### config.mk
export PLATFORM = sky130hd
export DESIGN_NAME = ucsbece154b_issue_ctrl
export DESIGN_NICKNAME = d
export VERILOG_FILES = /design/src/rtl/ucsbece154b_issue_ctrl.sv
export SDC_FILE = /design/constraint.sdc
export NUM_CORES = 1
export LEC_CHECK = 0
export BUFFER_PORTS_ARGS = -buffer_cell sky130_fd_sc_hd__buf_2
export CORE_MARGIN = 4
export CORE_UTILIZATION = 57
export DETAILED_ROUTE_END_ITERATION = 7
export GPL_ROUTABILITY_DRIVEN = 0
export PLACE_DENSITY = 0.77
export SYNTH_ARGS = -nofsm -noshare
export SYNTH_HDL_FRONTEND = slang
export SYNTH_SLANG_ARGS = --single-unit
### constraint.sdc
create_clock -name clk -period 2.3 [get_ports clk]
set_input_delay 0.345 -clock clk [delete_from_list [all_inputs] [get_ports clk]]
set_output_delay 0.345 -clock clk [all_outputs]
set_load 0.1 [all_outputs]
### src/rtl/ucsbece154b_issue_ctrl.sv
// N-wide in-order issue/hazard controller: selects issuing decode slots, replays the rest,
// tracks E/M/W per slot and drives forwarding selects. Optional feature macro: ISSUE_SPLIT_EN.
module ucsbece154b_issue_ctrl #(
    parameter int unsigned WIDTH = 2,
    parameter int unsigned SW    = (WIDTH > 1) ? $clog2(WIDTH) : 1
) (
    input  logic                clk,
    input  logic                reset,
    input  logic [WIDTH-1:0]    dec_valid_i,
    input  logic [5*WIDTH-1:0]  dec_rd_i,
    input  logic [5*WIDTH-1:0]  dec_rs1_i,
    input  logic [5*WIDTH-1:0]  dec_rs2_i,
    input  logic [WIDTH-1:0]    dec_regwrite_i,
    input  logic [WIDTH-1:0]    dec_load_i,
    input  logic                mispredict_i,
    input  logic [SW-1:0]       mispredict_slot_i,
    output logic [WIDTH-1:0]    issue_mask_o,
    output logic                stall_fd_o,
    output logic                flush_d_o,
    output logic [WIDTH-1:0]    kill_e_o,
    output logic [2*WIDTH-1:0]  fwd_a_o,
    output logic [2*WIDTH-1:0]  fwd_b_o,
    output logic [SW*WIDTH-1:0] fwd_a_slot_o,
    output logic [SW*WIDTH-1:0] fwd_b_slot_o
);

    localparam logic [WIDTH-1:0] ALL_ONES = {WIDTH{1'b1}};

    logic [WIDTH-1:0]   r_pend;
    logic [WIDTH-1:0]   r_e_valid, r_e_regwrite, r_e_load;
    logic [5*WIDTH-1:0] r_e_rd, r_e_rs1, r_e_rs2;
    logic [WIDTH-1:0]   r_m_valid, r_m_regwrite;
    logic [5*WIDTH-1:0] r_m_rd;
    logic [WIDTH-1:0]   r_w_valid, r_w_regwrite;
    logic [5*WIDTH-1:0] r_w_rd;

    logic [WIDTH-1:0]   w_cand, w_older, w_haz, w_issue, w_remain, w_pend_nxt;
    logic               w_load_use;

    function automatic logic pair_hazard(input logic [4:0] rd_k, input logic [4:0] rs1_k,
                                         input logic [4:0] rs2_k, input logic wr_k,
                                         input logic [4:0] rd_j, input logic wr_j);
        return wr_j && (rd_j != 5'd0) &&
               ((rs1_k == rd_j) || (rs2_k == rd_j) || (wr_k && (rd_k == rd_j)));
    endfunction

    // Returns {sel, slot}; M is searched last so it overrides W, and ascending j lets the
    // younger (higher) slot win within a stage.
    function automatic logic [SW+1:0] fwd_pick(input logic [4:0] rs);
        logic [SW+1:0] sel;
        sel = '0;
        if (rs != 5'd0) begin
            for (int j = 0; j < WIDTH; j++) begin
                if (r_w_valid[j] && r_w_regwrite[j] && (r_w_rd[5*j +: 5] == rs))
                    sel = {2'b01, SW'(j)};
            end
            for (int j = 0; j < WIDTH; j++) begin
                if (r_m_valid[j] && r_m_regwrite[j] && (r_m_rd[5*j +: 5] == rs))
                    sel = {2'b10, SW'(j)};
            end
        end
        return sel;
    endfunction

    assign w_cand = dec_valid_i & r_pend;

`ifdef ISSUE_SPLIT_EN
    assign w_older = w_cand;
`else
    // Already-issued slots still count as older, so a hazard keeps the remainder serial.
    assign w_older = dec_valid_i;
`endif

    always_comb begin
        w_haz = '0;
        for (int k = 0; k < WIDTH; k++) begin
            for (int j = 0; j < k; j++) begin
                if (w_older[j] && pair_hazard(dec_rd_i[5*k +: 5], dec_rs1_i[5*k +: 5],
                                              dec_rs2_i[5*k +: 5], dec_regwrite_i[k],
                                              dec_rd_i[5*j +: 5], dec_regwrite_i[j]))
                    w_haz[k] = 1'b1;
            end
        end
    end

    always_comb begin
        w_load_use = 1'b0;
        for (int k = 0; k < WIDTH; k++) begin
            for (int j = 0; j < WIDTH; j++) begin
                if (w_cand[k] && r_e_valid[j] && r_e_load[j] && (r_e_rd[5*j +: 5] != 5'd0) &&
                    ((dec_rs1_i[5*k +: 5] == r_e_rd[5*j +: 5]) ||
                     (dec_rs2_i[5*k +: 5] == r_e_rd[5*j +: 5])))
                    w_load_use = 1'b1;
            end
        end
    end

`ifdef ISSUE_SPLIT_EN
    logic w_blocked;

    always_comb begin
        w_issue   = '0;
        w_blocked = 1'b0;
        for (int k = 0; k < WIDTH; k++) begin
            if (w_cand[k]) begin
                if (w_haz[k]) w_blocked = 1'b1;
                if (!w_blocked) w_issue[k] = 1'b1;
            end
        end
    end
`else
    logic [WIDTH-1:0] w_lowest;

    assign w_lowest = w_cand & (~w_cand + WIDTH'(1));
    assign w_issue  = (|(w_cand & w_haz)) ? w_lowest : w_cand;
`endif

    assign w_remain = w_cand & ~w_issue;

    always_comb begin
        issue_mask_o = w_issue;
        stall_fd_o   = |w_remain;
        flush_d_o    = 1'b0;
        w_pend_nxt   = (|w_remain) ? (r_pend & ~w_issue) : ALL_ONES;
        if (mispredict_i) begin
            issue_mask_o = '0;
            stall_fd_o   = 1'b0;
            flush_d_o    = 1'b1;
            w_pend_nxt   = ALL_ONES;
        end else if (w_load_use) begin
            issue_mask_o = '0;
            stall_fd_o   = 1'b1;
            w_pend_nxt   = r_pend;
        end
    end

    always_comb begin
        kill_e_o = '0;
        for (int k = 0; k < WIDTH; k++) begin
            kill_e_o[k] = mispredict_i && (k > int'(mispredict_slot_i));
        end
    end

    always_comb begin
        fwd_a_o      = '0;
        fwd_b_o      = '0;
        fwd_a_slot_o = '0;
        fwd_b_slot_o = '0;
        for (int k = 0; k < WIDTH; k++) begin
            if (r_e_valid[k]) begin
                {fwd_a_o[2*k +: 2], fwd_a_slot_o[SW*k +: SW]} = fwd_pick(r_e_rs1[5*k +: 5]);
                {fwd_b_o[2*k +: 2], fwd_b_slot_o[SW*k +: SW]} = fwd_pick(r_e_rs2[5*k +: 5]);
            end
        end
    end

    always_ff @(posedge clk) begin
        if (reset) begin
            r_pend       <= ALL_ONES;
            r_e_valid    <= '0;
            r_e_regwrite <= '0;
            r_e_load     <= '0;
            r_e_rd       <= '0;
            r_e_rs1      <= '0;
            r_e_rs2      <= '0;
            r_m_valid    <= '0;
            r_m_regwrite <= '0;
            r_m_rd       <= '0;
            r_w_valid    <= '0;
            r_w_regwrite <= '0;
            r_w_rd       <= '0;
        end else begin
            r_pend       <= w_pend_nxt;
            r_e_valid    <= issue_mask_o;
            r_e_regwrite <= issue_mask_o & dec_regwrite_i;
            r_e_load     <= issue_mask_o & dec_load_i;
            r_e_rd       <= dec_rd_i;
            r_e_rs1      <= dec_rs1_i;
            r_e_rs2      <= dec_rs2_i;
            r_m_valid    <= r_e_valid & ~kill_e_o;
            r_m_regwrite <= r_e_regwrite & ~kill_e_o;
            r_m_rd       <= r_e_rd;
            r_w_valid    <= r_m_valid;
            r_w_regwrite <= r_m_regwrite;
            r_w_rd       <= r_m_rd;
        end
    end

endmodule
-- After elaboration in Yosys (flattened, before gate mapping)
Cells that the tools add are included.
- output and inout bits: 18
- logic and storage cells: 151
- flip-flop bits (word level): 66
- input port bits: 40
- add/subtract/negate cells: 1
- bitwise logic cells: 12
- multiplexer cells: 40
- reductions and logical operators: 57
- magnitude comparators: 1
- equal/unequal tests: 27
- operators by type and width (operator ; count):
    5-bit == test ; 27
    3-bit two-way mux ; 16
    1-bit logical AND ; 41
    5-bit nonzero test ; 7
    2-bit two-way mux ; 12
    2-bit bitwise AND ; 9
    1-bit two-way mux ; 12
    1-bit logical OR ; 6
    2-bit NOT ; 3
    2-bit OR reduction ; 3
    2-bit by 1-bit adder with 2-bit output, second input constant ; 1
    1-bit greater-than comparator, first input constant ; 1

-- Longest topological paths before layout
Gate-level depths: netlist (run 1).
- depth in word-level cells: 14
- gate-level depth with buffers: 7
- mapped depth without buffers: 6

-- Worst setup path after synthesis (run 1)
OpenSTA, ideal clock, no wires.
- kind: register to output
- start: register r_e_rd[5]
- end: output issue_mask_o[1]
- arrival time: 3.598 ns
- path buffers: 1
- path slack: -1.643 ns
- required time: 1.955 ns
- stages on the path, launching flop included: 7
- path through: dfxtp_1 buf_6 or3_1 o311a_1 a22o_4 a21o_1 nor3_1
- cells in the longest elaborated chain, start to end: 8
- elaborated cells between the ends (all ways): 16
- classes of those cells: eq/ne: 4; mux: 5; reduce/logical: 7
- ends and longest elaborated chain (what ; RTL line ; source):
    from (decl) ; 31 ; logic [5*WIDTH-1:0] r_e_rd, r_e_rs1, r_e_rs2;
    from (signal assigned) ; 177 ; r_e_rd <= dec_rd_i;
    5-bit == test (tied with other cells) ; 91 ; ((dec_rs1_i[5*k +: 5] == r_e_rd[5*j +: 5]) ||
    1-bit logical OR or 1-bit logical AND (tied branches) ; 91, 90 ;
    1-bit logical AND ; 90 ; if (w_cand[k] && r_e_valid[j] && r_e_load[j] && (r_e_rd[5*j +: 5] != 5'd0) &&
    1-bit two-way mux (2 in series) ; 90 ;
    1-bit two-way mux (*) ; 90 ;
    2-bit two-way mux (*) ; 130 ; end else if (w_load_use) begin
    2-bit two-way mux (*) ; 125 ; if (mispredict_i) begin
    to (decl) ; 17 ; output logic [WIDTH-1:0] issue_mask_o,
Every way passes the cells marked *; elsewhere a longest branch is shown, timed or not.

-- Worst setup path in the final report (run 1)
- start: register r_e_rd[6]
- end: output issue_mask_o[1]
The elaborated chain is that of the path after synthesis.

==> impl_results.md, run 1 <==
* Post-route ant nets at 0
* TritonCTS clock tree: yes
* R2r startpoint: r_e_rd[6]
* GRT Total Usage at approximately a quarter
* CP max FO at 2
* RSZ-0062 raised after global routing: true
* Main synth FF type: dfxtp_1
* Pre-antenna DRT Iters at 4
* Starting Density at 59.4%
* Switch Pwr at between 0.7 and 0.8 mW
* CORE AREA at 6460 um^2
* Hold Path Class: input port to register
* Maximum clock rate at between 0.3 and 0.4 GHz
* Gr busiest metal: met2
* Yosys reg bits at 66
* Syn avg cell area at 8.68 um^2
* Share of cells above drive strength 1 at 33.7%
* Sequential element share of the synthesized area at between 30 and 40%
* Number of synthesized flops with an enable pin at 0
* Largest net degree at the start of global routing at 43
* Total chip power at around 2.8 mW
* H-tree lvl count at 3
* Worst-Margin Slew at just under 0.8 ns
* Post-DP HPWL at 7.35 mm
* CTS sink cnt at between 60 and 70
* Met1 global-route usage at 28.0%
* Num CTS Buffers at 9
* Comb pwr share at between 15 and 20%
* Slew headroom at 48.1%
* Setup Skew at around 0.010 ns
* GR Overflow Total at 0
* Ports at between 50 and 60
* Power per cell area at 563 nW/um^2
* WP data required at 1.96 ns
* Antenna diodes at 0
* Reg2Reg Depth at 8
* Global-route wire length before repair at roughly 16 mm
* PortBufs at between 50 and 60
* Synth Warn # at 0
* CTS clk-pin slew, worst paths at approximately 0.08 ns
* Layout area overhead at 28.7%
* CP Capture Type: output port
* Leak at between 2 and 2.5 nW
* Peak VDD IR at 360 uV
* Max cap viols at 0
* Finish-stage setup viols at 3
* Die X-Extent at approximately 90 um
* Fillers at roughly 440
* Syn nets at ~480
* Critical Path Sink: issue_mask_o[1]
* Reg2reg setup slack at approximately 0.010 ns
* Grt met3 use at between 5 and 6%
* WL/cell at about 17 um
* Final Hold Viols at 0
* Crit Reg-Reg Endpoint: r_e_regwrite[1]
* Cell-internal power at 2.02 mW
* Clk network pwr share at a little under two fifths
* Worst Setup SP: r_e_rd[6]
* CTS max path bufs at 2
* Clock latency on the worst-skew pair at 0.33 ns
* M2 GR Usage at around 43%
* Cell variety after synth at 33
* Syn Inst Count at between 400 and 500
* Via count at ~3100
* Failing checks: setup timing
* CP Class: register to output port
* Nature of the critical path startpoint: register
* Vias per cell at 5.52
* Final WL at 9.85 mm
* Final WS setup at -0.269 ns
* CTS hold repair buffers at 0
* Hold path depth at 2
* Slew Viols, Final at 0
* Post-synth ARST share at 0%
* Pre-CTS setup slack at around 0.066 ns
* Clk root buf: clkbuf_8
* # rows at 29
* Net count, final at 525
* Antenna violations before repair at 0
* Crit path DAT at between 2 and 2.5 ns
* Fin Setup TNS at -0.787 ns
* Mapped Area at between 3000 and 4000 um^2
* Period utilisation layout at 112%
* Final Critical Period at 2.57 ns
* Chip Height at 90.0 um
* Sequential power share at between 40% and 50%
* Full die area at approximately 8100 um^2
* DRC viols at 0
* Vias in the first global route at ~3200
* Status: finished, violations left
* Initial DRC Count at approximately 170
* Sw Ratio at between 20 and 30%
[cells in the mapped netlist, types with 6 or more instances]
| cell | count | area, um^2 |
|---|---|---|
| nor4_1 | 13 | 81.3 |
| nand4_1 | 12 | 75.1 |
| xnor2_1 | 55 | 482 |
| a21oi_1 | 11 | 55.1 |
| clkbuf_1 | 37 | 139 |
| dfxtp_1 | 66 | 1320 |
| nor3_1 | 20 | 100 |
| nand2_1 | 21 | 78.8 |
| nand3_1 | 6 | 30.0 |
| xor2_1 | 80 | 701 |
| nor2b_1 | 58 | 363 |
| buf_1 | 6 | 22.5 |
| nor2_1 | 10 | 37.5 |
[worst min-delay path by stage]
stage / from / to / slack (ns)
after global placement: r_e_regwrite[0] / r_m_regwrite[0] / 0.43
final: dec_rd_i[8] / r_e_rd[8] / 0.24
after floorplan: r_e_regwrite[1] / r_m_regwrite[1] / 0.41
after CTS: dec_rd_i[8] / r_e_rd[8] / 0.23
after global routing: dec_rd_i[8] / r_e_rd[8] / 0.25
after detailed placement: r_e_regwrite[0] / r_m_regwrite[0] / 0.42
[cells by family (layout without fill, tap and decap cells)]
| group | Yosys count | after routing | synth area share [%] |
|---|---|---|---|
| compound gates | 33 | 33 | 6.23 |
| simple gates | 155 | 155 | 22.5 |
| flops | 66 | 66 | 34.5 |
| buf+inv | 52 | 100 | 5.84 |
| other cells | 1 | 1 | 0.0978 |
| xor+xnor | 135 | 135 | 30.8 |
[per-layer routing]
layer	part of all wire (%)	wire length, um
met3	5.7	565
met5	0	0
met4	3.9	387
met1	39	3810
met2	52	5090
[state kept, by name, indices dropped and copies added (netlist names), 10 cells and up]
name,count
r_e_rs1,10
r_w_rd,10
r_e_rd,10
r_m_rd,10
r_e_rs2,10
[what timing repair did]
action / 4_1_cts / 5_1_grt
buffers inserted: 7 / 7
setup endpoints to repair: 15 / 18
gates resized for setup: 20 / 44
endpoints found under the hold margin: 0 / 0
pin swaps: 5 / 20
[critical path, stage by stage (launching register included)]
cell	delay (ns)
dfxtp_2	0.32
or3_4	0.38
o311a_4	0.36
a22o_4	0.27
a21o_4	0.22
nor3_4	0.15
buf_12	0.20
[placed cells by master, fill, tap and decap left out, types with 12 or more instances in the layout]
cell	synthesis	layout
xor2_1	80	80
nor2b_1	58	57
xnor2_1	55	55
buf_2	4	41
dfxtp_1	66	31
dfxtp_2	0	30
buf_4	2	26
nand2_1	21	19
nor4_1	13	13
buf_12	0	13
nand4_1	12	12
[layout make-up]
cell class | instances | area, um^2 | area share [%]
clock buffers | 10 | 128 | 2.59
flip-flops and latches | 66 | 1380 | 27.9
repair buffers | 84 | 706 | 14.3
clock inverters | 6 | 91.3 | 1.85
multi-input cells | 324 | 2540 | 51.4
well taps | 77 | 96.3 | 1.95
[through the flow]
step	utilization, %	cells	hold slack (ns)	cell area (um^2)
after detailed placement	69.0	538	0.424	4460
final	76.4	567	0.242	4940
after CTS	74.0	561	0.229	4780
after floorplan	-	442	0.406	4010
after global routing	76.4	567	0.254	4940
after global placement	69.0	538	0.428	4460
[power groups by stage]
stage	Combinational [mW]	Clock (mW)	Sequential, mW
2_1_floorplan	0.371	0	1.23
3_3_place_gp	0.418	0	1.30
3_5_place_dp	0.432	0	1.30
4_1_cts	0.436	1.07	1.27
5_1_grt	0.487	1.14	1.28
6_report	0.447	1.06	1.28
Note: power is estimated with default switching activity, not from simulation.
==> run 2: changes to the inputs <==
- clock period: 2.3 -> 2.4 ns (I/O delays scaled with it)
==> run 2 against run 1 <==
  * Critical endpoint unchanged
  * Sequential share of layout area rose by 1.0 points
  * Wire length decreased by 1.8%
  * Non-clock buffer count shrank 17
  * The flow still finishes with violations (setup timing)
  * Flip-flop and latch count stayed put
  * Largest cell class unchanged
==> impl_results.md, run 2 (synthesis gave the netlist of run 1 again) <==
* Ports at between 50 and 60
* Num CTS Buffers at 9
* Vias per cell at about 5.6
* TritonCTS clock tree: yes
* Failing checks: setup timing
* Switch Pwr at slightly above 0.7 mW
* CP top delay family: compound AO/OA/AOI/OAI gates
* CORE AREA at 6460 um^2
* Initial DRC Count at 148
* Power per cell area at ~580 nW/um^2
* Leak at between 1.5 and 2 nW
* Die X-Extent at approximately 90 um
* Grt met3 use at 4.42%
* Slowest-stage cell, CP: or3_4
* Pre-antenna DRT Iters at 4
* Status: finished, violations left
* Bufs and invs on worst path at 1
* Seq. cell area at around 1400 um^2
* Worst Hold End: r_e_rd[9]
* Maximum clock rate at ~0.39 GHz
* Share of cells above drive strength 1 at between 30% and 40%
* Slew headroom at 63.2%
* # rows at 29
* CP Capture Type: output port
* Max cap viols at 0
* CP max FO at 3
* Sw Ratio at roughly 26%
* Via count at ~3100
* Sequential power share at a little under half
* CP Class: register to output port
* Slew Viols, Final at 0
* CTS max path bufs at 2
* Clk network pwr share at 38.6%
* Layout area overhead at 21.9%
* Hold Crit Start: dec_rd_i[9]
* Full die area at between 8000 and 9000 um^2
* Fin util at between 70% and 80%
* Hold Path Class: input port to register
* Antenna violations before repair at 0
* GRT Total Usage at 23.3%
* Area of the multi-input gates at between 2000 and 3000 um^2
* H-tree lvl count at 3
* Crit Reg-Reg Endpoint: r_e_regwrite[1]
* DP Cell Count at between 500 and 600
* Finish-stage setup viols at 2
* WP data required at between 2 and 2.5 ns
* Starting Density at 59.4%
* WL/cell at 17.6 um
* Fin Setup TNS at -0.310 ns
* Peak VDD IR at between 300 and 400 uV
* Pre-CTS setup slack at approximately 0.14 ns
* Hold slack at 0.268 ns
* R2r startpoint: r_e_rd[5]
* Post-DP Area at 4230 um^2
* Nature of the critical path startpoint: register
* Worst-Margin Slew at between 0.5 and 0.6 ns
* DRC viols at 0
* RSZ-0062 raised after global routing: true
* Global-route wire length before repair at about 15 mm
* CP cell instances: or3_4 -> o311a_4 -> a22o_4 -> a21o_4 -> nor3_4 -> buf_12
* Clk root buf: clkbuf_8
* Fillers at approximately 490
* CTS sink cnt at 66
* Largest net degree at the start of global routing at 33
* Post-route ant nets at 0
* CP peak stage delay at between 0.3 and 0.4 ns
* Final WS setup at -0.156 ns
* Met1 global-route usage at between 20% and 30%
* CTS hold repair buffers at 0
* Clock latency on the worst-skew pair at 0.33 ns
* Period utilisation layout at 106%
* Setup Skew at 0.00438 ns
* Final Non-Filler Cells at approximately 550
* Final Hold Viols at 0
* Net count, final at about 510
* CTS clk-pin slew, worst paths at ~0.06 ns
* Post-DP HPWL at roughly 7.4 mm
* Reg2reg setup slack at between 0.3 and 0.4 ns
* M2 GR Usage at a little over two fifths
* Final WL at a little under 10 mm
* Most frequent cells in the layout: xor2_1 (80), nor2b_1 (57), xnor2_1 (55), buf_2 (41), dfxtp_1 (41)
* Comb pwr share at roughly 16%
* Total chip power at 2.71 mW
* Final Critical Period at approximately 2.6 ns
* Reg2Reg Depth at 6
* Final instance area at between 4000 and 5000 um^2
* Gr busiest metal: met2
* GR Overflow Total at 0
* Vias in the first global route at about 3200
* Hold path depth at 2
* PortBufs at 56
* Antenna diodes at 0
* Chip Height at about 90 um
* Most common cell after layout, fill and taps aside: xor2_1
* Cell-internal power at between 2 and 2.5 mW
* Crit path DAT at 2.20 ns
[run 2: layer usage]
layer  up-vias  routed length, um
met1      1426               3740
li1       1479                  -
met2       116               4960
met5         -                  0
met4         0                379
met3        30                592
[run 2: what timing repair did]
action	in CTS	in global routing
setup endpoints to repair	14	15
setup buffers	2	1
resized for setup	22	43
pin swaps	4	4
hold endpoints to repair	0	0
[run 2: power groups by stage]
stage               sequential, mW  clock, mW  combinational, mW
CTS                           1.22       1.06              0.412
floorplan                     1.18          0              0.353
global placement              1.24          0              0.394
global route                  1.23       1.10              0.475
detailed placement            1.24          0              0.407
finish                        1.23       1.05              0.436
[run 2: worst max path at each step]
stage | slack [ns] | end | depth (start not counted) | start
floorplan | -0.34 | issue_mask_o[1] | 6 | r_e_rd[5]
global placement | 0.16 | issue_mask_o[1] | 7 | r_e_rd[1]
detailed placement | 0.14 | issue_mask_o[1] | 6 | r_e_rd[5]
CTS | -0.15 | issue_mask_o[0] | 6 | r_e_rd[5]
global route | -0.21 | issue_mask_o[1] | 6 | r_e_rd[5]
finish | -0.16 | issue_mask_o[1] | 6 | r_e_rd[5]
[run 2: cell type report]
type | count | area share, %
Sequential cell | 66 | 28.9
Multi-Input combinational cell | 324 | 53.8
Clock inverter | 2 | 1.28
Timing Repair Buffer | 67 | 10.4
Clock buffer | 12 | 3.53
Tap cell | 77 | 2.06
==> run 3: changes to the inputs <==
- GPL_TIMING_DRIVEN: not set -> 0
==> run 3 against run 2 <==
  * The run still ends with setup timing left
  * Via count rose by 1.8%
  * First-iteration DRC count fell by 13%
  * Clock skew hardly changed
  * Flip-flop and latch count unchanged
  * Maximum frequency fell by 2.8%
  * Wire length increased by 1.7%
  * Critical endpoint unchanged
  * Largest cell class unchanged
  * Largest power group unchanged
==> impl_results.md, run 3 (synthesis gave the netlist of run 1 again) <==
* CP peak stage delay at about 0.36 ns
* GRT Total Usage at 24.6%
* Pre-antenna DRT Iters at 4
* Comb pwr share at 15.2%
* Post-DP Area at about 4300 um^2
* Clk root buf: clkbuf_8
* Setup Skew at approximately 0.0046 ns
* Crit path DAT at approximately 2.3 ns
* Largest net degree at the start of global routing at 13
* TritonCTS clock tree: yes
* CORE AREA at 6460 um^2
* Post-route ant nets at 0
* Total chip power at 2.81 mW
* CTS max path bufs at 2
* Clk network pwr share at 41.1%
* GR Overflow Total at 0
* Vias in the first global route at roughly 3200
* Full die area at ~8100 um^2
* Bufs and invs on worst path at 1
* Hold Path Class: input port to register
* Final WS setup at -0.230 ns
* Most common cell after layout, fill and taps aside: xor2_1
* CP Capture Type: output port
* Slew headroom at between 50% and 60%
* Final Hold Viols at 0
* Chip Height at roughly 90 um
* Max cap viols at 0
* Slowest-stage cell, CP: or3_1
* Sw Ratio at a little over a quarter
* Clock latency on the worst-skew pair at 0.34 ns
* Status: finished, violations left
* Post-DP HPWL at ~7.4 mm
* Ports at just under 60
* Die X-Extent at 90.0 um
* CP max FO at 2
* Switch Pwr at about 0.74 mW
* CP Class: register to output port
* Reg2reg setup slack at approximately 0.05 ns
* Final instance area at 4740 um^2
* Power per cell area at approximately 590 nW/um^2
* WL/cell at roughly 17 um
* PortBufs at 55
* Antenna diodes at 0
* DRC viols at 0
* RSZ-0062 raised after global routing: true
* CTS hold repair buffers at 0
* Initial DRC Count at about 130
* Maximum clock rate at approximately 0.38 GHz
* # rows at 29
* H-tree lvl count at 3
* CP top delay family: compound AO/OA/AOI/OAI gates
* Num CTS Buffers at 9
* Nature of the critical path startpoint: register
* Slew Viols, Final at 0
* Starting Density at around three fifths
* Finish-stage setup viols at 3
* Leak at just over 2 nW
* Antenna violations before repair at 0
* WP data required at 2.04 ns
* DP Cell Count at 574
* Failing checks: setup timing
* Peak VDD IR at around 430 uV
* CTS clk-pin slew, worst paths at around 0.070 ns
* Final WL at between 9 and 10 mm
* Final Non-Filler Cells at around 560
* Worst-Margin Slew at between 0.6 and 0.7 ns
* Period utilisation layout at 110%
* Share of cells above drive strength 1 at 31.9%
* Cell-internal power at 2.06 mW
* Net count, final at 521
* Vias per cell at approximately 5.5
* Global-route wire length before repair at 15.8 mm
* Final Critical Period at 2.63 ns
* Via count at between 3000 and 4000
* Layout area overhead at 23.7%
* CP cell instances: or3_1 -> o311a_1 -> a22o_4 -> a21o_4 -> nor3_4 -> buf_12
* CTS sink cnt at 66
* Most frequent cells in the layout: xor2_1 (80), nor2b_1 (57), xnor2_1 (55), buf_2 (42), dfxtp_1 (32)
* Sequential power share at a little over two fifths
-- run 3: cell types whose count changed in the layout (fill, tap and decap cells not counted), sizes merged --
| cell | delta |
|---|---|
| clkinv | +2 |
| buf | +5 |
| bufinv | +1 |
| clkbuf | +6 |
| inv | +1 |
-- run 3: layer usage --
metal  vias up  part of all wire [%]  routed length (um)  GRT usage (%)
met2       120                    52                5070           44.0
met3        32                   5.0                 487           5.34
met4         0                   3.4                 331           12.1
li1       1502                     -                   -              -
met1      1451                    40                3950           27.6
met5         -                     0                   0              0
-- run 3: area by class of cell --
class                   count  area [um^2]
repair buffers             67          478
well taps                  77         96.3
fillers                   471         1720
clock inverters             6          113
plain buffers              13         60.1
clock buffers              10          138
multi-input cells         324         2480
flip-flops and latches     66         1380
-- run 3: worst reg2reg max path: cells and delay by family (launching register included) --
kind	cells	cell delay [ns]
AOI/OAI and AO/OA	3	0.97
buffers and inverters	3	0.40
DFF	1	0.35
and+or+nand+nor	2	0.57
-- run 3: stage by stage --
step / utilization, % / TNS [ns] / setup WS [ns] / hold slack (ns)
after global placement: 67.0 / -0.571 / -0.209 / 0.414
after detailed placement: 67.0 / -0.631 / -0.234 / 0.419
final: 73.4 / -0.605 / -0.230 / 0.242
after CTS: 71.4 / -0.697 / -0.299 / 0.230
after global routing: 73.4 / -0.851 / -0.305 / 0.243
after floorplan: - / -0.636 / -0.341 / 0.406
-- run 3: path summary, 6_finish.rpt --
kind,end,start,depth (start not counted)
setup reg to reg,r_e_load[1],r_e_rd[7],8
setup / recovery,issue_mask_o[1],r_e_rd[7],6
hold / removal,r_e_load[0],dec_load_i[0],2
hold reg to reg,r_m_regwrite[1],r_e_regwrite[1],1
-- run 3: what timing repair did --
item                       CTS  global route
buffers inserted             6             6
setup endpoints to repair   15            15
resized for setup           46            44
pin swaps                    7            15
-- run 3: power groups by stage --
stage	Clock, mW	Combinational, mW	Sequential (mW)
4_1_cts	1.17	0.429	1.21
2_1_floorplan	0	0.353	1.18
6_report	1.15	0.428	1.23
5_1_grt	1.23	0.468	1.23
3_5_place_dp	0	0.478	1.18
3_3_place_gp	0	0.464	1.18
